[config.mk]
export PLATFORM = sky130hd
export DESIGN_NAME = ccip_c0_active_lines_throttle_flat
export DESIGN_NICKNAME = d
export VERILOG_FILES = /design/src/rtl/ccip_cfg_pkg.sv /design/src/rtl/ccip_throttle_pkg.sv /design/src/rtl/ccip_c0_active_lines_throttle_if.sv /design/src/rtl/ccip_sat_updown_counter.sv /design/src/rtl/ccip_c0_active_lines_throttle.sv /design/src/flat_wrapper.sv
export SDC_FILE = /design/constraint.sdc
export NUM_CORES = 1
export LEC_CHECK = 0
export ABC_AREA = 1
export BUFFER_PORTS_ARGS = -buffer_cell sky130_fd_sc_hd__buf_2
export CORE_AREA = 2 2 86 88
export CTS_CLUSTER_SIZE = 40
export DETAILED_ROUTE_END_ITERATION = 10
export DIE_AREA = 0 0 88 90
export GPL_ROUTABILITY_DRIVEN = 0
export PLACE_DENSITY = 0.73
export SLEW_MARGIN = 20
export SYNTH_ARGS = -nofsm -noshare
export SYNTH_HDL_FRONTEND = slang
export SYNTH_SLANG_ARGS = --single-unit
[constraint.sdc]
create_clock -name pClk -period 5 [get_ports pClk]
set_input_delay 1 -clock pClk [delete_from_list [all_inputs] [get_ports pClk]]
set_output_delay 1 -clock pClk [all_outputs]
set_load 0.02 [all_outputs]
[src/rtl/ccip_cfg_pkg.sv]
// Platform CCI-P limits shared by the request-flow regulators.
// Indexed by virtual channel.
package ccip_cfg_pkg;

  localparam int VC_DEFAULT = 0;
  localparam int NUM_VC = 4;

  localparam int C0_MAX_BW_ACTIVE_LINES[NUM_VC] = '{256, 128, 128, 256};
  localparam int C1_MAX_BW_ACTIVE_LINES[NUM_VC] = '{128, 64, 64, 128};

endpackage

[src/rtl/ccip_throttle_pkg.sv]
// Shared types and helpers for CCI-P line-accounting throttles.
// Decodes request lengths into line counts.
package ccip_throttle_pkg;

  typedef logic [1:0] t_ccip_clLen;

  localparam int MAX_LINES_PER_REQ = 4;

  typedef struct packed {
    logic [2:0] lines;
    logic       illegal;
  } cl_lines_t;

  typedef enum logic {
    OPEN,
    THROTTLED
  } thr_state_e;

  // clLen 2 is reserved; charge it the worst case so the count stays safe
  function automatic cl_lines_t cl_len_to_lines(input t_ccip_clLen len);
    cl_lines_t r;
    r.illegal = 1'b0;
    case (len)
      2'd0: r.lines = 3'd1;
      2'd1: r.lines = 3'd2;
      2'd3: r.lines = 3'd4;
      default: begin
        r.lines   = 3'(MAX_LINES_PER_REQ);
        r.illegal = 1'b1;
      end
    endcase
    return r;
  endfunction

endpackage

[src/rtl/ccip_c0_active_lines_throttle_if.sv]
// Channel-0 request/response/almost-full bundle between AFU, throttle and FIU.
// The master side drives requests and FIU responses.
interface ccip_c0_active_lines_throttle_if;
  import ccip_throttle_pkg::*;

  logic        afu_c0_req_valid;
  t_ccip_clLen afu_c0_req_cl_len;
  logic        fiu_c0_almost_full;
  logic        afu_c0_almost_full;
  logic        fiu_c0_rsp_valid;
  logic        fiu_c0_rsp_is_rdline;
  logic        fiu_c0_rsp_format;
  logic [1:0]  fiu_c0_rsp_cl_num;

  modport master (
    output afu_c0_req_valid,
    output afu_c0_req_cl_len,
    output fiu_c0_almost_full,
    output fiu_c0_rsp_valid,
    output fiu_c0_rsp_is_rdline,
    output fiu_c0_rsp_format,
    output fiu_c0_rsp_cl_num,
    input  afu_c0_almost_full
  );

  modport slave (
    input  afu_c0_req_valid,
    input  afu_c0_req_cl_len,
    input  fiu_c0_almost_full,
    input  fiu_c0_rsp_valid,
    input  fiu_c0_rsp_is_rdline,
    input  fiu_c0_rsp_format,
    input  fiu_c0_rsp_cl_num,
    output afu_c0_almost_full
  );

endinterface

[src/rtl/ccip_sat_updown_counter.sv]
// Up/down counter that clamps at zero and saturates at all-ones.
// Also usable for c1 write-line accounting.
module ccip_sat_updown_counter #(
  parameter int W  = 12,
  parameter int LW = 3
) (
  input  logic          clk,
  input  logic          rst,
  input  logic [LW-1:0] inc,
  input  logic [LW-1:0] dec,
  output logic [W-1:0]  count,
  output logic [W-1:0]  next,
  output logic          underflow,
  output logic          overflow
);

  logic [W+1:0] sum;

  // Two guard bits: top bit is the borrow, next is the carry
  always_comb begin
    sum = {2'b00, count}
        + {{(W+2-LW){1'b0}}, inc}
        - {{(W+2-LW){1'b0}}, dec};
    underflow = sum[W+1];
    overflow  = !sum[W+1] && sum[W];
    next      = sum[W-1:0];
    if (underflow) next = '0;
    else if (overflow) next = '1;
  end

  always_ff @(posedge clk) begin
    if (rst) count <= '0;
    else     count <= next;
  end

endmodule

[src/rtl/ccip_c0_active_lines_throttle.sv]
// Channel-0 read throttle: tracks lines in flight and synthesizes
// an almost-full toward the AFU near the max-bandwidth line limit.
module ccip_c0_active_lines_throttle
  import ccip_throttle_pkg::*;
#(
  parameter int MAX_ACTIVE_LINES =
    ccip_cfg_pkg::C0_MAX_BW_ACTIVE_LINES[ccip_cfg_pkg::VC_DEFAULT],
  parameter int ALM_FULL_SLACK = 8,
  parameter int CNT_W = 12,
  parameter int STAT_W = 32
) (
  input  logic                  pClk,
  input  logic                  pck_cp2af_softReset,
  ccip_c0_active_lines_throttle_if.slave bus,
  output logic [CNT_W-1:0]      active_lines,
  output logic [STAT_W-1:0]     stat_throttle_cycles,
  output logic                  error_flag
);

  localparam int THRESH = MAX_ACTIVE_LINES - MAX_LINES_PER_REQ * ALM_FULL_SLACK;
  localparam logic [CNT_W-1:0] THRESH_V = CNT_W'(THRESH);

  if (THRESH <= 0 || MAX_ACTIVE_LINES >= (1 << CNT_W)) begin : g_bad_cfg
    $error("ccip_c0_active_lines_throttle: bad MAX_ACTIVE_LINES/ALM_FULL_SLACK/CNT_W");
  end

  cl_lines_t        req_dec;
  logic [2:0]       req_lines;
  logic [2:0]       rsp_lines;
  logic             req_illegal;
  logic [CNT_W-1:0] next;
  logic             underflow;
  logic             overflow;
  thr_state_e       nxt_st;
  logic             fiu_af_q;

  always_comb begin
    req_dec     = cl_len_to_lines(bus.afu_c0_req_cl_len);
    req_lines   = bus.afu_c0_req_valid ? req_dec.lines : 3'd0;
    req_illegal = bus.afu_c0_req_valid && req_dec.illegal;
    rsp_lines   = 3'd0;
    if (bus.fiu_c0_rsp_valid && bus.fiu_c0_rsp_is_rdline)
      rsp_lines = bus.fiu_c0_rsp_format
                ? {1'b0, bus.fiu_c0_rsp_cl_num} + 3'd1
                : 3'd1;
    nxt_st = (next >= THRESH_V) ? THROTTLED : OPEN;
  end

  ccip_sat_updown_counter #(
    .W  (CNT_W),
    .LW (3)
  ) u_cnt (
    .clk       (pClk),
    .rst       (pck_cp2af_softReset),
    .inc       (req_lines),
    .dec       (rsp_lines),
    .count     (active_lines),
    .next      (next),
    .underflow (underflow),
    .overflow  (overflow)
  );

  // Almost-full is held high through reset so the AFU cannot
  // issue before the count is known to be clean
  always_ff @(posedge pClk) begin
    if (pck_cp2af_softReset) begin
      bus.afu_c0_almost_full <= 1'b1;
      fiu_af_q               <= 1'b0;
      stat_throttle_cycles   <= '0;
      error_flag             <= 1'b0;
    end else begin
      bus.afu_c0_almost_full <= bus.fiu_c0_almost_full
                              | (nxt_st == THROTTLED);
      fiu_af_q <= bus.fiu_c0_almost_full;
      if (bus.afu_c0_almost_full && !fiu_af_q
          && stat_throttle_cycles != '1)
        stat_throttle_cycles <= stat_throttle_cycles + 1'b1;
      if (req_illegal || underflow || overflow)
        error_flag <= 1'b1;
    end
  end

endmodule

[src/flat_wrapper.sv]
// flat-port wrapper written by rule: the top's interface ports become plain ports
module ccip_c0_active_lines_throttle_flat import ccip_throttle_pkg::*;
#(
  parameter int MAX_ACTIVE_LINES =
    ccip_cfg_pkg::C0_MAX_BW_ACTIVE_LINES[ccip_cfg_pkg::VC_DEFAULT],
  parameter int ALM_FULL_SLACK = 8,
  parameter int CNT_W = 12,
  parameter int STAT_W = 32
)
  (pClk, pck_cp2af_softReset, active_lines, stat_throttle_cycles, error_flag, bus_afu_c0_req_valid, bus_afu_c0_req_cl_len, bus_fiu_c0_almost_full, bus_fiu_c0_rsp_valid, bus_fiu_c0_rsp_is_rdline, bus_fiu_c0_rsp_format, bus_fiu_c0_rsp_cl_num, bus_afu_c0_almost_full);
  ccip_c0_active_lines_throttle_if bus_i ();
  input  logic pClk;
  input  logic pck_cp2af_softReset;
  output logic [CNT_W-1:0] active_lines;
  output logic [STAT_W-1:0] stat_throttle_cycles;
  output logic error_flag;
  input wire logic [$bits(bus_i.afu_c0_req_valid)-1:0] bus_afu_c0_req_valid;
  input wire logic [$bits(bus_i.afu_c0_req_cl_len)-1:0] bus_afu_c0_req_cl_len;
  input wire logic [$bits(bus_i.fiu_c0_almost_full)-1:0] bus_fiu_c0_almost_full;
  input wire logic [$bits(bus_i.fiu_c0_rsp_valid)-1:0] bus_fiu_c0_rsp_valid;
  input wire logic [$bits(bus_i.fiu_c0_rsp_is_rdline)-1:0] bus_fiu_c0_rsp_is_rdline;
  input wire logic [$bits(bus_i.fiu_c0_rsp_format)-1:0] bus_fiu_c0_rsp_format;
  input wire logic [$bits(bus_i.fiu_c0_rsp_cl_num)-1:0] bus_fiu_c0_rsp_cl_num;
  output wire logic [$bits(bus_i.afu_c0_almost_full)-1:0] bus_afu_c0_almost_full;
  assign bus_i.afu_c0_req_valid = bus_afu_c0_req_valid;
  assign bus_i.afu_c0_req_cl_len = bus_afu_c0_req_cl_len;
  assign bus_i.fiu_c0_almost_full = bus_fiu_c0_almost_full;
  assign bus_i.fiu_c0_rsp_valid = bus_fiu_c0_rsp_valid;
  assign bus_i.fiu_c0_rsp_is_rdline = bus_fiu_c0_rsp_is_rdline;
  assign bus_i.fiu_c0_rsp_format = bus_fiu_c0_rsp_format;
  assign bus_i.fiu_c0_rsp_cl_num = bus_fiu_c0_rsp_cl_num;
  assign bus_afu_c0_almost_full = bus_i.afu_c0_almost_full;
  ccip_c0_active_lines_throttle #(.MAX_ACTIVE_LINES(MAX_ACTIVE_LINES), .ALM_FULL_SLACK(ALM_FULL_SLACK), .CNT_W(CNT_W), .STAT_W(STAT_W)) u_core (.pClk(pClk), .pck_cp2af_softReset(pck_cp2af_softReset), .bus(bus_i), .active_lines(active_lines), .stat_throttle_cycles(stat_throttle_cycles), .error_flag(error_flag));
endmodule
==> results <==
- Setup violations remaining at the end of the flow were counted as 0.
- The floorplan step defined a die boundary enclosing between 7000 and 8000 um^2.
- The post-layout net count is roughly 550.
- The total of fill cells in the finished design is 699.
- The number of buffers between clock root and the deepest sink is 2.
- The number of antenna diodes is 0.
- The highest attainable clock frequency is roughly 0.28 GHz.
- The endpoint identified for the worst register-to-register timing path is u_core.bus.afu_c0_almost_full.
- Cells fill between 50% and 60% of the core in the end.
- Setup repair after global routing left no endpoint under its margin.
- The number of buffers added to fix hold violations after cts is 0.
- Entering global routing, the biggest net connects 26 pins.
- Adding up every negative setup slack in the final design gives 0 ns.
- The total of warnings raised by yosys is 0.
- The buffering stage count on the worst path with inverters included is 2.
- The flip-flop and latch count after synthesis is 47.
- The initialized floorplan defines 31 standard-cell rows.
- The startpoint of the worst hold path is u_core.stat_throttle_cycles[3].
- STA classifies the critical path endpoint as a register.
- The die is 88 um wide.
- In this run the worst setup path begins at bus_afu_c0_req_valid.
- After routing the design area is between 3000 and 4000 um^2.
- The share of final-layout standard cells stronger than drive strength 1 is 20.57%.
- The tool flagged a number of max-cap violations equal to 0.
- The worst-case IR drop observed on VDD is 0.2400 mV.
- The clock tree synthesis step divided the H-tree into 2 levels.
- After detailed placement, the total cell area comes to approximately 3600 um^2.
- The power consumption is ~1.6 mW.
- STA puts the critical path data required time at between 5 and 6 ns.
- The synthesized netlist occupies a cell area of 3203 um^2.
- Counting every instance in the synthesized netlist gives 469.
- The number of cells on the critical path is 19.
- For the pin with the worst max-slew slack, the measured transition is around 0.49 ns.
- Compared with the post-synthesis result, the final layout area differs by 14.45%.
- After detailed routing, the average wire length per cell comes to between 10 and 15 um.
- After global routing, the most crowded layer is met2.
- The final-report max-slew violation count is 0.
- Setup slack on the worst reg-to-reg path comes out at 2.02 ns.
- Clock tree synthesis found a total of 47 sinks.
- The initial antenna violation count is 0.
- The cell occurring most often along the worst timing path is sky130_fd_sc_hd__nand2_1.
- For this run, the register share of the synthesized area comes to just under 30%.
- The most common library cell in the layout ignoring fill and taps is sky130_fd_sc_hd__nand2_1.
- In this run, distinct cell masters in the synthesized netlist total 38.
- The routed layout has ~3200 vias.
- The post-route fraction of the period consumed by the critical path is 70.48%.
- After global routing the overflow that remains totals 0.
- The largest incremental delay on the critical path is around 0.45 ns.
- By startpoint and endpoint, the worst setup path is classified as in -> reg.
- The flow ran to the end, and the final reports show no timing, DRC or antenna violations.
- In the global route stage, overall resource usage came out at between 20% and 30%.
- Buffers placed on the I/O ports in this run total 56.
- The number of violations reported at the end of detailed-routing iteration 0 is ~120.
- For this configuration, the core starts out at a cell density of around 46%.
- The total area of multi-input combinational cells is roughly 2000 um^2.
- The post-synthesis net count is between 400 and 500.
- For the final database, setup skew stands at approximately 0.005 ns.
- The signal arrival time at the worst endpoint is 3.73 ns.
- Global routing used ~24% of the available met1 tracks.
- The buffer type at the clock tree root is sky130_fd_sc_hd__clkbuf_8.
- The number of gates given a new drive strength after cts is 0.
- The via count of the first global-routing pass is 3026.
- The tightest min-delay check is of the reg -> reg type.
- The detailed-route wire length is roughly 8 mm.
- The cell family contributing the most delay on the critical path is simple AND/OR/NAND/NOR gates.
- The number of detailed-route iterations in the first pass is 4.
- In this run the post-CTS setup repair buffer count came out at 0.
- The top cell types in the final layout, fill and taps aside, are sky130_fd_sc_hd__nand2_1 (117), sky130_fd_sc_hd__buf_2 (56), sky130_fd_sc_hd__inv_1 (53).
- Clock-pin slew was measured on the worst setup and hold paths at roughly 0.09 ns.
- The routed via count divided by cell count is between 5 and 6.
- For this run, design rule violations remaining after detail routing come to 0.
- The HPWL after detailed placement is roughly 6 mm.
- The source-to-sink clock delay at the later pin of the worst-skew pair is between 0.3 and 0.4 ns.
- The flip-flop and latch area is 940.9 um^2.
- The first global-routing pass estimated between 10 and 15 mm of wire.
- The mean post-synth cell area is between 6 and 7 um^2.
- The met3 usage is under 10%.
- The depth of the worst register-to-register path is 16.
- On the critical path, the stage with the largest delay is an instance of sky130_fd_sc_hd__fa_1.
- Following the worst setup path forward leads to its endpoint at u_core.bus.afu_c0_almost_full.
- Summed over all cells, the static leakage comes to between 1.5 and 2 nW.
- The placeable core area is around 7000 um^2.
- The critical path goes through buf_2 > inv_1 > nor3_1 > ha_1 > fa_1 > xor2_1 > ha_1 > nand2_1 > nand2_1 > nor2_1 > nand3_1 > nor2_1 > nand2_1 > o21ai_0 > nand2_1 > nor2_1 > nand3_1 > nand2_1 > nand3_1.
- The worst setup path is launched from an input pin.
- In this run the tightest slew margin relative to its limit is 66.99%.
- The TritonCTS clock tree is done.
- The largest driver fanout on the critical path is 4.
- The power density over the cells is between 400 and 500 nW/um^2.
- The global routing usage on met2 is approximately 37%.
- In this run the critical register-to-register path is launched from u_core.u_cnt.count[0].
- Buffers inserted during clock tree synthesis total 5.
- The top-level port count is 57.
- Measured along the y axis, the die boundary spans approximately 90 um.
- The hold violation count in the final report was 0.
- The post-route antenna net violation count is 0.
- The minimum period implied by the final worst setup slack is 3.524 ns.
synth_stat cells (all sizes together):
| cell | instances | area share [%] |
|---|---|---|
| fa | 2 | 1.3 |
| and3 | 2 | 0.39 |
| xnor2 | 8 | 2.2 |
| nand4 | 16 | 3.1 |
| dfxtp | 47 | 29 |
| buf | 5 | 0.78 |
| o21ai | 19 | 3.3 |
| ha | 8 | 3.1 |
| nand3b | 2 | 0.86 |
| clkbuf | 3 | 0.35 |
| xor2 | 10 | 2.7 |
| nor2 | 57 | 8.9 |
| nand3 | 40 | 8.6 |
| o21a | 1 | 0.23 |
| or2 | 1 | 0.27 |
| o21bai | 2 | 0.47 |
| clkinv | 1 | 0.12 |
| a21oi | 34 | 5.4 |
| inv | 57 | 6.7 |
| nor4 | 7 | 1.6 |
| a31oi | 4 | 0.78 |
| nor3b | 4 | 1.1 |
| nand2 | 128 | 17 |
| nor3 | 11 | 1.7 |
routing by layer:
metal	wire (um)	share of wire, %	vias to the layer above
li1	-	-	1646
met1	3280	42	1480
met2	3996	51	67
met3	343	4.4	16
met4	189	2.4	0
met5	0	0	-
cell type report:
class / instances / share of cell area, %
multi-input cells: 356 / 54.78
flip-flops and latches: 47 / 25.67
repair buffers: 56 / 7.645
inverters: 58 / 5.939
well taps: 99 / 3.379
clock buffers: 5 / 1.877
clock inverters: 3 / 0.7167
where the power goes:
part / leakage, nW / switching, mW / internal (mW) / total (mW)
clock network: 0.0495 / 0.142 / 0.104 / 0.246
registers: 0.382 / 0.0727 / 0.431 / 0.503
logic: 1.30 / 0.533 / 0.274 / 0.807
sequential cells by signal, summed over array words and instances, names as in the netlist:
signal,count
u_core.fiu_af_q,1
u_core.error_flag,1
u_core.u_cnt.count,12
u_core.stat_throttle_cycles,32
u_core.bus.afu_c0_almost_full,1
kinds of logic (layout without fill, tap and decap cells):
| logic type | after synthesis | after routing | share of synthesized area (%) |
|---|---|---|---|
| AOI/OAI and AO/OA | 60 | 60 | 10.23 |
| xor gates and xnor gates | 18 | 18 | 4.922 |
| adders and majority gates | 10 | 10 | 4.375 |
| buffers and inverters | 66 | 122 | 7.929 |
| DFF | 47 | 47 | 29.37 |
| and+or+nand+nor | 268 | 268 | 43.16 |
per-stage QoR:
stage | setup WS, ns | hold WS (ns) | cells
final | 1.476 | 0.5010 | 624
after global routing | 1.142 | 0.5207 | 624
after CTS | 1.484 | 0.5074 | 624
after detailed placement | 1.159 | 0.4830 | 616
after global placement | 1.278 | 0.4702 | 616
after floorplan | 1.521 | 0.5472 | 469
worst min path at each step:
stage	slack, ns	endpoint	depth (start not counted)
final	0.50	u_core.stat_throttle_cycles[3]	1
after global routing	0.52	u_core.stat_throttle_cycles[19]	1
after CTS	0.51	u_core.stat_throttle_cycles[3]	1
after detailed placement	0.48	u_core.stat_throttle_cycles[3]	1
after global placement	0.47	u_core.stat_throttle_cycles[3]	1
after floorplan	0.55	u_core.stat_throttle_cycles[19]	1
Power figures use the tool's default switching activity.
